File: src/rtl/pipelined_adder_pkg.sv
// -----------------------------------------------------------------------------
// pipelined_adder_pkg
//   Shared elaboration-time helpers for the pipelined add/subtract unit.
//   chunk_w   : number of operand bits resolved by one pipeline stage.
//   params_ok : legality of a WIDTH/STAGES pairing. STAGES must lie in
//               1..WIDTH and must divide WIDTH evenly.
//   The per-stage payload struct is declared inside pipelined_adder because its
//   field widths follow that module's WIDTH parameter.
// -----------------------------------------------------------------------------
package pipelined_adder_pkg;

    // Bits resolved per stage.
    function automatic int chunk_w(input int width, input int stages);
        return width / stages;
    endfunction

    // A pairing is legal when every stage gets the same non-zero slice.
    function automatic bit params_ok(input int width, input int stages);
        return (stages >= 32'sd1) && (stages <= width) && ((width % stages) == 32'sd0);
    endfunction

endpackage

File: src/rtl/adder_chunk.sv
// -----------------------------------------------------------------------------
// adder_chunk
//   Combinational CHUNK-bit ripple of full-adder cells.
//   Ports:
//     a_i, b_i  [CHUNK] operand slices (b_i is already inverted for subtract)
//     c_i       [1]     carry into bit 0
//     s_o       [CHUNK] sum slice
//     c_o       [1]     carry out of the top bit
//     cmsb_o    [1]     carry into the top bit (feeds the signed-overflow test)
// -----------------------------------------------------------------------------
module adder_chunk
    import pipelined_adder_pkg::*;
#(
    parameter int CHUNK = 4
) (
    input  logic [CHUNK-1:0] a_i,
    input  logic [CHUNK-1:0] b_i,
    input  logic             c_i,
    output logic [CHUNK-1:0] s_o,
    output logic             c_o,
    output logic             cmsb_o
);

    // c_s[i] is the carry into bit i; c_s[CHUNK] leaves the slice.
    logic [CHUNK:0] c_s;

    // Full-adder cells chained bit by bit.
    always_comb begin
        c_s    = '0;
        s_o    = '0;
        c_s[0] = c_i;
        for (int i = 32'sd0; i < CHUNK; i++) begin
            s_o[i]   = a_i[i] ^ b_i[i] ^ c_s[i];
            c_s[i+1] = (a_i[i] & b_i[i]) | (c_s[i] & (a_i[i] ^ b_i[i]));
        end
    end

    assign c_o    = c_s[CHUNK];
    assign cmsb_o = c_s[CHUNK-1];

endmodule

File: src/rtl/pipelined_adder.sv
// -----------------------------------------------------------------------------
// pipelined_adder
//   WIDTH-bit add/subtract unit. It is split into STAGES registered ripple
//   chunks and uses valid/ready flow control with per-stage backpressure.
//   An empty stage always accepts a beat, so gaps in the pipeline collapse.
//   Ports:
//     CLK, ASYNCRESET   clock (rising edge), asynchronous active-high reset
//     in_valid/in_ready operand handshake
//     a, b   [WIDTH]    operands
//     cin               carry-in (add) / borrow-in (sub)
//     sub               0: a+b+cin, 1: a-b-cin
//     out_valid/out_ready result handshake
//     sum    [WIDTH]    result modulo 2^WIDTH
//     cout              carry out of MSB (sub: 1 = no borrow)
//     overflow          signed overflow
// -----------------------------------------------------------------------------
module pipelined_adder
    import pipelined_adder_pkg::*;
#(
    parameter int WIDTH  = 16,
    parameter int STAGES = 4
) (
    input  logic             CLK,
    input  logic             ASYNCRESET,
    input  logic             in_valid,
    output logic             in_ready,
    input  logic [WIDTH-1:0] a,
    input  logic [WIDTH-1:0] b,
    input  logic             cin,
    input  logic             sub,
    output logic             out_valid,
    input  logic             out_ready,
    output logic [WIDTH-1:0] sum,
    output logic             cout,
    output logic             overflow
);

    localparam int CHUNK = chunk_w(WIDTH, STAGES);

    if (!params_ok(WIDTH, STAGES)) begin : g_bad_params
        $fatal(1, "pipelined_adder: STAGES must divide WIDTH and lie in 1..WIDTH");
    end

    // Payload carried between stages. Operand fields keep only the slices that
    // are still waiting to be added; consumed slices are cleared.
    typedef struct packed {
        logic [WIDTH-1:0] a_hi;
        logic [WIDTH-1:0] b_hi;
        logic [WIDTH-1:0] sum_lo;
        logic             carry;
        logic             cmsb;
    } stage_pl_t;

    logic [STAGES-1:0] v_s;              // valid bit of each stage register
    logic [STAGES:0]   ld_s;             // stage k may load this cycle
    stage_pl_t         pl_s [STAGES];    // registered payload of each stage
    stage_pl_t         pl_in_s;          // effective operands entering stage 0
    logic              unused_operands_s;

    // Load-enable chain: an empty stage always loads, and a full stage loads
    // only when its content moves on downstream. The chain starts at out_ready,
    // so in_ready depends on out_ready and never on in_valid.
    always_comb begin
        ld_s         = '0;
        ld_s[STAGES] = out_ready;
        for (int k = STAGES - 32'sd1; k >= 32'sd0; k--) begin
            ld_s[k] = !v_s[k] || ld_s[k+1];
        end
    end

    // Subtract is handled as a + ~b + ~cin.
    always_comb begin
        pl_in_s       = '0;
        pl_in_s.a_hi  = a;
        pl_in_s.b_hi  = sub ? ~b : b;
        pl_in_s.carry = sub ? ~cin : cin;
    end

    assign in_ready = ld_s[0];

    for (genvar k = 0; k < STAGES; k++) begin : g_stage
        stage_pl_t        up_s;
        stage_pl_t        pl_d;
        stage_pl_t        pl_q;
        logic             up_valid_s;
        logic             v_q;
        logic [CHUNK-1:0] s_s;
        logic             co_s;
        logic             cm_s;

        if (k == 0) begin : g_first
            assign up_s       = pl_in_s;
            assign up_valid_s = in_valid;
        end else begin : g_next
            assign up_s       = pl_s[k-1];
            assign up_valid_s = v_s[k-1];
        end

        adder_chunk #(
            .CHUNK (CHUNK)
        ) u_chunk (
            .a_i    (up_s.a_hi[k*CHUNK +: CHUNK]),
            .b_i    (up_s.b_hi[k*CHUNK +: CHUNK]),
            .c_i    (up_s.carry),
            .s_o    (s_s),
            .c_o    (co_s),
            .cmsb_o (cm_s)
        );

        // Merge this stage's resolved slice into the payload and clear the consumed operand bits.
        always_comb begin
            pl_d                            = up_s;
            pl_d.a_hi[k*CHUNK +: CHUNK]     = '0;
            pl_d.b_hi[k*CHUNK +: CHUNK]     = '0;
            pl_d.sum_lo[k*CHUNK +: CHUNK]   = s_s;
            pl_d.carry                      = co_s;
            pl_d.cmsb                       = cm_s;
        end

        // Stage register: cleared by reset, loaded whenever the handshake chain allows it.
        always_ff @(posedge CLK or posedge ASYNCRESET) begin
            if (ASYNCRESET) begin
                v_q  <= 1'b0;
                pl_q <= '0;
            end else if (ld_s[k]) begin
                v_q  <= up_valid_s;
                pl_q <= pl_d;
            end
        end

        assign v_s[k]  = v_q;
        assign pl_s[k] = pl_q;
    end

    // The last stage's operand fields have no consumer. Every slice has been
    // cleared by then, so these fields only ever hold zeros.
    assign unused_operands_s = ^{pl_s[STAGES-1].a_hi, pl_s[STAGES-1].b_hi};

    assign out_valid = v_s[STAGES-1];
    assign sum       = pl_s[STAGES-1].sum_lo;
    assign cout      = pl_s[STAGES-1].carry;
    assign overflow  = pl_s[STAGES-1].carry ^ pl_s[STAGES-1].cmsb;

endmodule

File: config.mk
export PLATFORM = sky130hd
export DESIGN_NAME = pipelined_adder
export DESIGN_NICKNAME = d
export VERILOG_FILES = /design/src/rtl/pipelined_adder_pkg.sv /design/src/rtl/adder_chunk.sv /design/src/rtl/pipelined_adder.sv
export SDC_FILE = /design/constraint.sdc
export NUM_CORES = 1
export LEC_CHECK = 0
export ABC_CLOCK_PERIOD_IN_PS = 4000
export CAP_MARGIN = 20
export CORE_MARGIN = 10
export CORE_UTILIZATION = 33
export DETAILED_ROUTE_END_ITERATION = 8
export PLACE_DENSITY = 0.55
export SYNTH_ARGS = -nofsm -noshare
export SYNTH_HDL_FRONTEND = slang
export SYNTH_SLANG_ARGS = --single-unit
File: constraint.sdc
create_clock -name CLK -period 4 [get_ports CLK]
set_input_delay 1 -clock CLK [delete_from_list [all_inputs] [get_ports CLK]]
set_output_delay 1 -clock CLK [all_outputs]
set_load 0.03 [all_outputs]
-- After elaboration in Yosys (flattened, before gate mapping)
Cells that the tools add are included.
- flip-flop bits (word level): 97
- bits in latches: 0
- memory bits (writable): 0
- ROM bits: 0
- logic and storage cells: 112
- memories kept: 0
- add/subtract/negate cells: 0
- multiply operators: 0
- div/mod/pow operators: 0
- $lt $le $gt $ge: 0
- equal/unequal tests: 0
- shift operators: 0
- multiplexer cells: 2
- bitwise operators: 83
- reduce and logical (&&, ||, !) cells: 8
- operators by type and width (operator ; number):
    bitwise XOR 1 bit ; 33
    AND 1 bit ; 32
    two-way mux 16 bit ; 1
    NOT 16 bit ; 1
    OR 1 bit ; 16
    zero test 1 bit ; 4
    logical OR 1 bit ; 4
    two-way mux 1 bit ; 1
    NOT 1 bit ; 1

-- Logic depth before layout (Yosys ltp)
Gate-level depths: netlist of the first run.
- depth in word-level cells: 11
- gate-level depth with buffers: 11

-- By module
From an unflattened synthesis of the first run, not the netlist that was laid out.
- cell total of the unflattened synthesis: 360
- area total of the unflattened synthesis: 4360.4 um^2
- modules (own cells, without submodules) (module ; times used ; cells each ; area each (um^2) ; seq. area each (um^2)):
    pipelined_adder ; 1 ; 312 ; 3920.0 ; 2427.3
    adder_chunk ; 4 ; 12 ; 110.1 ; 0.0

-- Worst setup path before layout of the first run
OpenSTA, ideal clock, no wires.
- path kind: input to register
- from: input sub
- to: register g_stage[0].pl_q[5] (netlist bit)
- setup time: 0.125 ns
- arrival time: 3.290 ns
- data required time: 3.875 ns
- setup slack: 0.586 ns
- stages on the path: 11
- cells stage by stage: buf_2 buf_2 xnor2_1 fa_1 inv_1 fa_1 inv_1 fa_1 inv_1 fa_1 mux2_2
- RTL lines (item ; line ; text):
    from (decl) ; pipelined_adder.sv:30 ; input logic sub,
    to (signal assigned) ; pipelined_adder.sv:127 ; pl_q <= pl_d;
    to (decl) ; pipelined_adder.sv:84 ; stage_pl_t pl_q;

-- Worst setup path after layout of the first run
- from: input out_ready
- to: output in_ready
- word-level cells in the longest chain between the ends: 4
- RTL lines (item ; line ; text):
    from (decl) ; pipelined_adder.sv:32 ; input logic out_ready,
    logical OR 1 bit (4 in a row) ; pipelined_adder.sv:67 ; ld_s[k] = !v_s[k] || ld_s[k+1];
    to (decl) ; pipelined_adder.sv:26 ; output logic in_ready,
No other way between the ends.

==> results of run 1 <==
[sequential cells by signal (all words and copies together), names as in the netlist]
register      count
cout              1
g_stage.pl_q     76
g_stage.v_q       3
out_valid         1
sum              16
[power groups by stage]
stage	Combinational [mW]	Clock [mW]	Sequential [mW]
after floorplan	0.750	0	1.41
after global placement	0.979	0	1.45
after detailed placement	0.998	0	1.45
after CTS	1.00	0.899	1.44
after global routing	1.08	0.935	1.47
final	0.977	0.880	1.43
[worst max-delay path by stage]
stage / start / endpoint / slack (ns)
detailed placement: out_ready / in_ready / 0.30
global route: out_ready / in_ready / 0.24
finish: out_ready / in_ready / 0.30
floorplan: ASYNCRESET / cout / 0.47
global placement: out_ready / in_ready / 0.31
CTS: out_ready / in_ready / 0.29
[cells by family (layout without fill, tap and decap cells)]
kind of cell             Yosys count  count (layout)
adder cells (fa/ha/maj)           16              16
AO/OA/AOI/OAI                     31              31
AND/OR/NAND/NOR                   94              94
XOR/XNOR                          18              18
multiplexers                      44              44
buffers and inverters             59             108
flip-flops                        97              97
[area by class of cell]
| cell class | instances | area (um^2) | share of cell area |
|---|---|---|---|
| flip-flops and latches | 97 | 2430 | 0.461 |
| repair buffers | 65 | 643 | 0.122 |
| clock buffers | 14 | 274 | 0.0521 |
| well taps | 172 | 215 | 0.0409 |
| multi-input cells | 203 | 1560 | 0.296 |
| clock inverters | 2 | 35.0 | 0.00666 |
| inverters | 27 | 106 | 0.0202 |
[routing by layer]
metal,GRT usage,part of all wire,up-vias
met5,0,0,-
met4,0.0544,0.023,0
met3,0.0157,0.031,11
met2,0.125,0.42,48
met1,0.125,0.52,1205
li1,-,-,1223
[critical path, cell delays in order]
cell	delay [ns]
clkdlybuf4s50_1	0.50
and4b_1	0.24
and2_4	0.22
inv_4	0.06
clkdlybuf4s50_1	0.67
[layout by cell type (no fill, tap or decap), drive strengths merged]
master         count
mux2              44
nor2               9
a21oi             11
and4b              1
buf                8
nor3b              2
fa                16
bufinv             1
o21ai             20
clkinv             1
nand2b             5
inv               27
nand3             12
nand4b             1
clkbuf            14
dfrtp             97
and2               1
nand2             62
nand3b             1
xor2               3
clkdlybuf4s50     57
xnor2             15
[through the flow]
stage	setup slack (ns)	std cells	hold WS (ns)	area (um^2)	power, mW
floorplan	0.466	359	0.433	4280	2.16
global placement	0.310	564	0.449	4950	2.43
detailed placement	0.300	564	0.455	4950	2.45
CTS	0.290	580	0.469	5260	3.34
global route	0.243	580	0.488	5260	3.48
finish	0.303	580	0.465	5260	3.29
==> metrics.cfg, run 1 <==
[yosys]
synth_top_family_by_area=multiplexers
yosys.area_share.simple=0.0952
yosysTopAreaCell=dfrtp_1
post-synth-top-count-cell=dfrtp_1
yosys-top-cells-area=dfrtp_1 57%, mux2_2 10%, fa_1 7.5%, nand2_1 5.4%, xnor2_1 3.1%
synth_edf_count=0
postSynth.asyncResetShare=1.00
netlist_area_um2=4280
ys_types=24
synth_commonest_cells=97 x dfrtp_1, 62 x nand2_1, 38 x mux2_2, 26 x inv_1, 20 x o21ai_0
syn-num-nets=413
yosys.area.top_type_share=0.567
yosys_warnings=0
synthMuxAreaShare=0.121
synth_area_per_cell_um2=11.9
yosys.area_share.adder=0.0748
synth_compound_area_frac=0.0362
synthXorXnorAreaFrac=0.0368
synth-seq-cells=97
ys_seq_area_frac=0.567
dominantRegCellSynth=dfrtp_1
syn-instance-count=359

[sta]
max_slew_margin=0.467
period_share=0.924
hold_viol=0
fin_skew_ns=0.00605
slew_violations=0
rsz0062_at_grt=no
max_freq_mhz=270
setup_violations=0
period_minus_slack_ns=3.70
fin_setup_tns_ns=0
worst_slew_pin_slew_ns=0.800

[place]
io_buffers=57
place_hpwl_um=5630
place.gp.congestion=0.747

[power]
power.density_nw_per_um2=625
p_switching_mw=1.01
pwr-share-clk=0.268
leakagePower_nw=2.34
share_seq_of_total_power=0.435
switching_share=0.307
internal_power_mw=2.28
power_frac_comb=0.297
vdd_drop_max_mv=0.220

[routing]
ant_nets=0
drc=0
vias_per_cell=4.29
first_iter_violations=171
routed_wl_um=7750
wl_per_cell_um=13.4
vias=2487
dr.pass1.iters=6

[grt]
gr-total-overflow=0
first_global_vias=2636
antenna_found_initial=0
grt_usage=0.0893
grt_pass1_wl_um=13200
grt_max_degree=55

[die]
fp.dieW_um=134
io_pins=58
start_util=0.338
num_rows=41
core_um2=12700
die_h_um=134
design.die.area_um2=17900

[cts]
postCtsResizedCells=0
path_clk_slew_ns=0.06
cts_tree=done
clk_latency_ns=0.33
h-tree-depth=3
cts_buffers=9
cts_setup_buffers=0
cts_root_buf=clkbuf_16
clockBufferDepth=2
clock_sinks=97
holdBufCountCts=0

[worst_setup_path]
regToRegEndpoint=sum[15]
timing.rr.start=g_stage[2].pl_q[30]
rr_worst_depth=7
critPathMaxFanout=13
path_class=input port to output port
worstSetupStartpointType=input port
critPathCaptureType=output port
worstPathArrival_ns=2.70
r2r_slack_ns=1.72
critPathRequiredTime_ns=3.00

[cells_and_area]
final_util=0.415
fin_nets=457
antenna_cells=0
area_growth_pct=22.8
drive_gt1_frac=0.169
fillCellCount=1229

[worst_hold_path]
hold_path_class=register to register
hold_depth=2
min_from=g_stage[1].pl_q[2]
min_to=g_stage[1].pl_q[2]

[status]
status=finished clean

[run]
drv_cap=0

No activity file was read; power rests on OpenSTA's default activity.
==> run 2: changes to the inputs <==
ABC_AREA = 0   (was default)
SLEW_MARGIN = 20   (was default)
==> results of run 2 <==
The final DEF is identical to that of run 1; final timing and power are the same.
